File: src/rtl/tx_polyphase_filter_pkg.sv
// tx_polyphase_filter_pkg: shared TX shaping constants, S(8,7) limits and default RRC taps
package tx_polyphase_filter_pkg;
  localparam int DEF_OS = 4;
  localparam int DEF_NUM_SYM = 6;
  localparam logic signed [7:0] SAT_MAX = 8'sh7F;
  localparam logic signed [7:0] SAT_MIN = 8'sh80;
  // RRC roll-off 0.5, 4 samples/symbol, 6-symbol span, peak 0.875; tap 23 in the MSBs
  localparam logic [DEF_OS*DEF_NUM_SYM*8-1:0] RRC_COEFS =
    192'hFEFF020402F9F1F60F316070_60310FF6F1F9020402FFFE00;
  typedef struct packed {
    logic valid;
    logic sign;
  } sym_t;
endpackage

File: src/rtl/tx_polyphase_filter_sat_trunc.sv
// sat_trunc: drops fractional LSBs, then clamps to the narrower signed output width
module sat_trunc #(
  parameter int NBT_IN = 11,
  parameter int NBF_IN = 7,
  parameter int NBT_OUT = 8,
  parameter int NBF_OUT = 7
) (
  input  logic signed [NBT_IN-1:0]  value,
  output logic signed [NBT_OUT-1:0] result
);
  localparam int SH = NBF_IN - NBF_OUT;
  localparam int W = NBT_IN - SH;
  logic [W-1:0] t;
  logic fits;
  assign t = value[NBT_IN-1:SH];
  assign fits = (&t[W-1:NBT_OUT-1]) | ~(|t[W-1:NBT_OUT-1]);
  assign result = fits ? t[NBT_OUT-1:0] : {t[W-1], {(NBT_OUT-1){~t[W-1]}}};
endmodule

File: src/rtl/tx_polyphase_filter.sv
// tx_polyphase_filter: QPSK polyphase pulse shaper, one output sample per i_en strobe
module tx_polyphase_filter
  import tx_polyphase_filter_pkg::*;
#(
  parameter int OS = DEF_OS,
  parameter int NUM_SYM = DEF_NUM_SYM,
  parameter int NBT_COEF = 8,
  parameter int NBF_COEF = 7,
  parameter int NBT_OUT = 8,
  parameter int NBF_OUT = 7
) (
  input  logic                             clk,
  input  logic                             i_reset,
  input  logic                             i_en,
  input  logic                             i_bit_I,
  input  logic                             i_bit_Q,
  input  logic                             i_sym_valid,
  input  logic [OS*NUM_SYM*NBT_COEF-1:0]   i_coefs,
  output logic                             o_bit_rd,
  output logic signed [NBT_OUT-1:0]        o_data_I,
  output logic signed [NBT_OUT-1:0]        o_data_Q,
  output logic                             o_valid
);
  localparam int PW = (OS > 1) ? $clog2(OS) : 1;
  localparam int AW = NBT_COEF + $clog2(NUM_SYM);
  logic [PW-1:0] phase;
  sym_t sym_i [NUM_SYM];
  sym_t sym_q [NUM_SYM];
  logic signed [AW-1:0] tap [NUM_SYM];
  logic signed [AW-1:0] acc_i, acc_q;
  logic signed [NBT_OUT-1:0] sat_i, sat_q;
  assign o_bit_rd = i_en && !i_reset && phase == PW'(OS - 1);
  // one tap per symbol slot for the current phase, shared by both branches
  always_comb begin
    acc_i = '0;
    acc_q = '0;
    for (int k = 0; k < NUM_SYM; k++) begin
      tap[k] = AW'($signed(i_coefs[(k*OS + int'(phase))*NBT_COEF +: NBT_COEF]));
      acc_i = acc_i + (!sym_i[k].valid ? AW'(0) : sym_i[k].sign ? -tap[k] : tap[k]);
      acc_q = acc_q + (!sym_q[k].valid ? AW'(0) : sym_q[k].sign ? -tap[k] : tap[k]);
    end
  end
  sat_trunc #(.NBT_IN(AW), .NBF_IN(NBF_COEF), .NBT_OUT(NBT_OUT), .NBF_OUT(NBF_OUT))
    u_sat_i (.value(acc_i), .result(sat_i));
  sat_trunc #(.NBT_IN(AW), .NBF_IN(NBF_COEF), .NBT_OUT(NBT_OUT), .NBF_OUT(NBF_OUT))
    u_sat_q (.value(acc_q), .result(sat_q));
  always_ff @(posedge clk) begin
    if (i_reset) begin
      phase <= '0;
      for (int k = 0; k < NUM_SYM; k++) begin
        sym_i[k] <= '0;
        sym_q[k] <= '0;
      end
      o_data_I <= '0;
      o_data_Q <= '0;
      o_valid <= 1'b0;
    end else begin
      o_valid <= i_en;
      if (i_en) begin
        phase <= phase == PW'(OS - 1) ? '0 : phase + 1'b1;
        o_data_I <= sat_i;
        o_data_Q <= sat_q;
      end
      if (o_bit_rd) begin
        for (int k = NUM_SYM - 1; k > 0; k--) begin
          sym_i[k] <= sym_i[k-1];
          sym_q[k] <= sym_q[k-1];
        end
        sym_i[0] <= {i_sym_valid, i_bit_I};
        sym_q[0] <= {i_sym_valid, i_bit_Q};
      end
    end
  end
endmodule

File: config.mk
export PLATFORM = sky130hd
export DESIGN_NAME = tx_polyphase_filter
export DESIGN_NICKNAME = d
export VERILOG_FILES = /design/src/rtl/tx_polyphase_filter_pkg.sv /design/src/rtl/tx_polyphase_filter_sat_trunc.sv /design/src/rtl/tx_polyphase_filter.sv
export SDC_FILE = /design/constraint.sdc
export NUM_CORES = 1
export LEC_CHECK = 0
export CORE_MARGIN = 2
export CORE_UTILIZATION = 51
export CTS_BUF_LIST = sky130_fd_sc_hd__clkbuf_4
export CTS_CLUSTER_SIZE = 24
export DETAILED_ROUTE_END_ITERATION = 6
export PLACE_DENSITY = 0.84
export SLEW_MARGIN = 0
export SYNTH_ARGS = -nofsm -noshare
export SYNTH_HDL_FRONTEND = slang
export SYNTH_SLANG_ARGS = --single-unit
File: constraint.sdc
create_clock -name clk -period 10.8 [get_ports clk]
set_input_delay 3.24 -clock clk [delete_from_list [all_inputs] [get_ports clk]]
set_output_delay 3.24 -clock clk [all_outputs]
set_load 0.05 [all_outputs]
======== Yosys cells after proc, flatten, opt, wreduce, memory -nomap -nowiden ========
Memory sizes are Yosys's and may differ from the RTL's.
Index checks and enable logic that the tools add are counted.
word-level totals
  input port bits ......................... 198
  output and inout port bits .............. 18
  word-level logic and storage cells ...... 104
  register bits ........................... 19
  memories ................................ 2
  bits in writable memories ............... 24
memory list
  name   words  bits a word  rd ports  clocked after memory_dff  wr ports  RTL line                   RTL
  sym_i  6      2            6         0                         6         tx_polyphase_filter.sv:27  sym_t sym_i [NUM_SYM];
  sym_q  6      2            6         0                         6         tx_polyphase_filter.sv:28  sym_t sym_q [NUM_SYM];
operators by class
  equality and inequality tests ........... 1
  bitwise gates (word level) .............. 18
  multiplexer cells ....................... 44
  reductions and logical operators ........ 7
  add/sub/neg operators ................... 22
  shift operators ......................... 6
operator list
  kind                 number
  $shiftx 192x10->8    2
  $shiftx 192x9->8     2
  $mux 11              24
  $shiftx 192x6->8     1
  $shiftx 192x8->8     1
  $add 11x11->11       10
  $neg 8->11           6
  $mux 2               13
  $mux 8               2
  $or 1x1->1           14
  $add 5x2->6 const A  2
  $add 4x2->5 const A  2
  $reduce_and 4->1     2
  $reduce_or 4->1      2
  $mux 1               5
  $add 3x2->4 const A  1
  $not 1->1            4
  $add 2x1->2 const B  1
  $eq 2x2->1 const B   1
  $logic_and 1x1->1    2
  $logic_not 1->1      1

======== Depth between registers and ports, before layout ========
Gate-level depths: netlist (run 1).
  depth in word-level cells ............... 14
  mapped depth ............................ 30
  depth with buffers taken out ............ 24

======== Modules after synthesis ========
From an unflattened synthesis (run 1), not the netlist that was laid out.
unflattened totals
  cell total of the unflattened synthesis .. 888
  area, all modules ....................... 8212.9 um2
by module, submodules not included
  module               sequential area each (um2)  instances  area each (um2)  cells each
  tx_polyphase_filter  920.9                       1          7825.0           836
  sat_trunc            0.0                         2          193.9            26

======== Worst setup path after synthesis (run 1) ========
Ideal clock, no wire load.
  path kind ............................... input to register
  from .................................... in i_coefs[58]
  to ...................................... reg o_data_Q[6]
  stages .................................. 22
  arrival ................................. 8.724 ns
  setup time .............................. 0.134 ns
  slack ................................... 1.942 ns
  buffers on the path ..................... 0
  required time ........................... 10.666 ns
  path through ............................ mux2_2 -> mux2_2 -> or3_1 -> or3_1 -> or3_1 -> nand2_1 -> o21ai_0 -> and2_1 -> fa_1 -> inv_1 -> fa_1 -> fa_1 -> inv_1 -> ha_1 -> or4_1 -> o21ai_0 -> xnor2_1 -> xnor2_1 -> xnor3_1 -> a31o_4 -> nand3b_1 -> a211oi_1
on the way
  word-level cells in the longest chain between the ends .. 13
  elaborated cells on any way between the ends .. 35
  classes of those cells .................. add/sub (11); shift (6); mux (13); bitwise (3); reduce/logical (2)
ends and longest elaborated chain
  element                                                      RTL line                             RTL
  start: declaration                                           tx_polyphase_filter.sv:18            input logic [OS*NUM_SYM*NBT_COEF-1:0] i_coefs,
  $shiftx 192x8->8 / $shiftx 192x6->8 (equally long branches)  tx_polyphase_filter.sv:38            tap[k] = AW'($signed(i_coefs[(k*OS + int'(phase))*NBT_COEF +: NBT_COEF]));
  $neg 8->11                                                   tx_polyphase_filter.sv:40            acc_q = acc_q + (!sym_q[k].valid ? AW'(0) : sym_q[k].sign ? -tap[k] : tap[k]);
  $mux 11 (2 in series)                                        tx_polyphase_filter.sv:40
  $add 11x11->11 (4 in series)                                 tx_polyphase_filter.sv:40
  $add 11x11->11 (*)                                           tx_polyphase_filter.sv:40
  $reduce_or 4->1                                              tx_polyphase_filter_sat_trunc.sv:16  assign fits = (&t[W-1:NBT_OUT-1]) | ~(|t[W-1:NBT_OUT-1]);
  $not 1->1                                                    tx_polyphase_filter_sat_trunc.sv:16
  $or 1x1->1                                                   tx_polyphase_filter_sat_trunc.sv:16
  $mux 8 (*)                                                   tx_polyphase_filter_sat_trunc.sv:17  assign result = fits ? t[NBT_OUT-1:0] : {t[W-1], {(NBT_OUT-1){~t[W-1]}}};
  end signal: assignment                                       tx_polyphase_filter.sv:62            o_data_Q <= sat_q;
  end: declaration                                             tx_polyphase_filter.sv:21            output logic signed [NBT_OUT-1:0] o_data_Q,
Mark *: on every way between the ends. The rest lies on a longest branch, timed or not.
A chain may end at the register's enable or synchronous reset.

======== Final worst setup path (run 1) ========
  from .................................... in i_coefs[2]
  to ...................................... reg o_data_Q[4]
The elaborated chain is that of the path after synthesis.

==> results of run 1 <==
[cell usage after synthesis, types with 12 or more instances]
library cell	n
inv_1	109
nand2_1	109
xnor2_1	88
fa_1	76
and2_1	68
mux4_2	39
o21ai_0	39
nor2_1	36
clkbuf_1	28
ha_1	24
or3_1	24
and3_1	21
dfxtp_1	19
edfxtp_1	18
nand2b_1	16
a211oi_1	15
a21oi_1	13
mux2_2	13
a21boi_0	12
[metrics by stage]
stage / utilization (%) / power, mW / instance area [um2] / std cells
after floorplan: - / 1.04 / 7870 / 874
after global placement: 66.1 / 1.31 / 10000 / 1230
after detailed placement: 66.1 / 1.34 / 10000 / 1230
after CTS: 66.5 / 1.43 / 10100 / 1238
after global routing: 66.5 / 1.56 / 10100 / 1239
final: 66.5 / 1.43 / 10100 / 1239
[cells by family after synthesis]
group	count (synthesis)	share of synthesized area (%)
adders and majority gates	100	23.1
and+or+nand+nor	296	19.4
xor gates and xnor gates	97	11.3
DFF	37	11.7
muxes	65	15.3
AOI/OAI and AO/OA	120	10.5
buffers and inverters	159	8.66
[critical path: stages]
cell and delay, ns:
clkdlybuf4s50_1 0.42, mux4_2 0.52, or3_1 0.40, or3_1 0.40, or3_1 0.41, nand2_1 0.12
xnor2_1 0.08, and2_1 0.18, fa_1 0.54, fa_1 0.56, inv_1 0.06, fa_1 0.52
inv_1 0.04, ha_1 0.37, nor4_1 0.31, a21oi_1 0.06, o21ai_0 0.10, xnor2_1 0.16
xnor2_1 0.16, xnor3_1 0.41, a21boi_2 0.32, a211oi_1 0.12
[sequential cells by signal (all words and copies together), names as in the netlist]
signal,count
o_data_I,8
o_data_Q,8
o_valid,1
phase,2
sym_i,9
sym_q,9
[layout make-up]
cell class	count	area (um2)
Multi-Input combinational cell	678	6270
Fill cell	1217	5070
Timing Repair Buffer	218	2170
Sequential cell	37	926
Inverter	109	409
Tap cell	188	235
Clock buffer	5	37.5
Clock inverter	3	17.5
Antenna cell	1	2.50
[power groups by stage]
stage | registers (mW) | logic (mW) | clock network (mW)
floorplan | 0.298 | 0.739 | 0
global placement | 0.208 | 1.10 | 0
detailed placement | 0.208 | 1.13 | 0
CTS | 0.205 | 1.14 | 0.0817
global route | 0.210 | 1.26 | 0.0861
finish | 0.205 | 1.14 | 0.0801
[placed cells by master, fill, tap and decap left out, types with 36 or more instances in the layout]
cell type / Yosys / layout
fa_1: 76 / 76
mux4_2: 39 / 39
nor2_1: 36 / 36
nand2_1: 109 / 109
xnor2_1: 88 / 88
o21ai_0: 39 / 39
clkdlybuf4s50_1: 0 / 215
inv_1: 109 / 109
and2_1: 68 / 68
[worst max path at each step]
stage | endpoint | slack [ns] | depth (start not counted)
finish | o_data_Q[4] | 1.49 | 22
global route | o_data_Q[4] | 1.22 | 22
detailed placement | o_data_Q[2] | 1.17 | 22
floorplan | o_data_Q[6] | 1.94 | 22
CTS | o_data_Q[4] | 1.56 | 21
global placement | o_data_Q[6] | 1.28 | 21
[metal layers]
layer  vias to the layer above  part of all wire (%)  global-route usage, %
li1                       3270                     -                      -
met1                      3319                    39                   36.5
met2                       344                    49                   50.9
met3                        43                   8.7                   5.63
met4                         0                   3.3                   9.89
met5                         -                     0                      0
==> reports/summary.md, run 1 <==
The worst path required time was 11.02 ns; the share of power burned in combinational logic was 80.0%. The power density over cell area was 142 nW/um2; the number of DRC violations after detailed-routing iteration 0 was 694. Synthesis handed over a netlist of 874 instances.

Per report_power, the clock group accounts for 5.6% of the total. The tools report the net count after synthesis as 1,172. The sequential share of the synthesized area is 11.7%, and the worst supply voltage drop on vdd is 0.118 mV. For the final max-slew violation count, the log shows 0. The tools report the type of element capturing the critical path as a flip-flop. The logs give 0 for the warning count from the yosys run and 37 for the total number of clock tree sinks. The initial antenna violation count is 1, and the static leakage is 4.13 nW.

The run gives 14.4% as the portion of total power attributed to sequential cells. Compared with the post-synthesis result, the final layout area differs by 27.9%. The detail route stage leaves a number of antenna-violating nets equal to 0. The run gives 0.703 mW as the switching power total. The worst setup path startpoint was i_coefs[2]. In this run switching power makes up 49.2% of total power.

Distinct cell type count of the synthesized netlist: 54. The final hold violation count was 0; the clock buffer count from CTS was 5. Setup violations remaining at the end of the flow were counted as 0.

Counting cells, the worst reg-to-reg path comes to 22. The quantity of hold-fixing buffers added after cts was 0. The number of gates resized after CTS was 0; the global router's overall resource usage was 29.3%. The number of setup buffers added after CTS is 0.

The number of synthesized flops with an enable pin was 18; the global route total overflow was 0. After synthesis, the share of flip-flops with an asynchronous set or reset is 0%. The ratio of cells with drive above 1 in the final layout came out at 7.05%.

The worst setup path is of the in2reg kind. Startpoint of the most critical hold path: o_data_I[1]. The clock tree synthesis step divided the H-tree into 2 levels. On the final layout, the worst hold slack is 0.488 ns. The logs give 1.17 ns for the post-placement setup slack and 0.726 mW for the total internal power. In this run the critical register-to-register path is launched from phase[0]. The final critical path takes up 86.2% of the cycle. The logs give 0 for the number of violations of the max-capacitance limit and 0.0171 ns for the setup skew after layout. TritonCTS built the clock tree.

The worst register-to-register path has a setup slack of 3.45 ns. The peak clock frequency supported by timing came out at 0.107 GHz. The run gives 37,100 um as the wire length of the first global-routing pass. The worst hold path belongs to the class reg2reg. For the worst setup path, the data arrival time is 9.53 ns. Post-detailed-route DRC marker count: 0.

Once detailed placement completed, the half-perimeter wirelength came to 19,600 um. Setup slack on the critical path of the routed design comes to 1.49 ns. Vertical die dimension: 128 um.

Input and output buffers added on the ports amount to 215. Register clock-pin slew on the reported worst setup and hold paths: 0.11 ns. The routed length per placed instance works out to 18.7 um. The final layout contains 1,347 nets.

The accumulated negative setup slack came out at 0 ns. The top cell type by area accounts for 19.3% of the synthesized area. The final layout contains routed wiring with a total length of 23,100 um. The maximum fanout encountered on the critical timing path is 7. During I/O placement, the number of pins put on the boundary was 216. The routed layout has 6,976 vias.

The number of vias per cell after detailed routing was 5.63. The tools report the reg-to-reg endpoint as o_data_Q[4]. Cell taking the most area after synthesis: fa_1. Setup repair after global routing left no endpoint under its margin.

Root buffer selected by CTS: clkbuf_4. The path with the worst hold slack has its endpoint at o_data_I[1]. The initial core utilization is 52.0%, and the later-pin clock latency in the skew report is 0.37 ns. The final estimated routing congestion in global placement came out at 0.955.

The run gives 15,100 um2 as the core area. The run gives 2 as the maximum root-to-sink buffer count. The netlist area before placement was 7870 um2.

Type of origin of the critical path: an input pin. The tools report the via count of the first global-routing pass as 7,260. The horizontal extent of the die is 128 um. In this run, synthesis produced a sequential element count of 37. Dominant register cell in the synthesized netlist: dfxtp_1. For the pin with the worst max-slew slack, the measured transition is 0.829 ns. The die covers 16,400 um2. The run gives 62 as the pin count of the biggest net entering global routing.

The depth of the worst hold-timing path is 2. In this run the core area contains 45 standard-cell rows. The worst slew margin relative to its limit was 44.6%; the number of optimization iterations in the first detailed-route pass was 6.

The mean instance size in the synthesized netlist was 9.01 um2. Yosys attributes the largest share of cell area to fa_1 19%, mux4_2 11%, xnor2_1 9.8%. The flow ran to the end, and the final reports show no timing, DRC or antenna violations. The clock period could shrink to 9.31 ns.
(Power assumes the default switching activity.)
==> run 2, diff against run 1 <==
Settings changed: CAP_MARGIN from default to 10, CTS_CLUSTER_DIAMETER from default to 100.
==> results of run 2 <==
No change in the layout: final DEF, timing and power equal those of run 1.
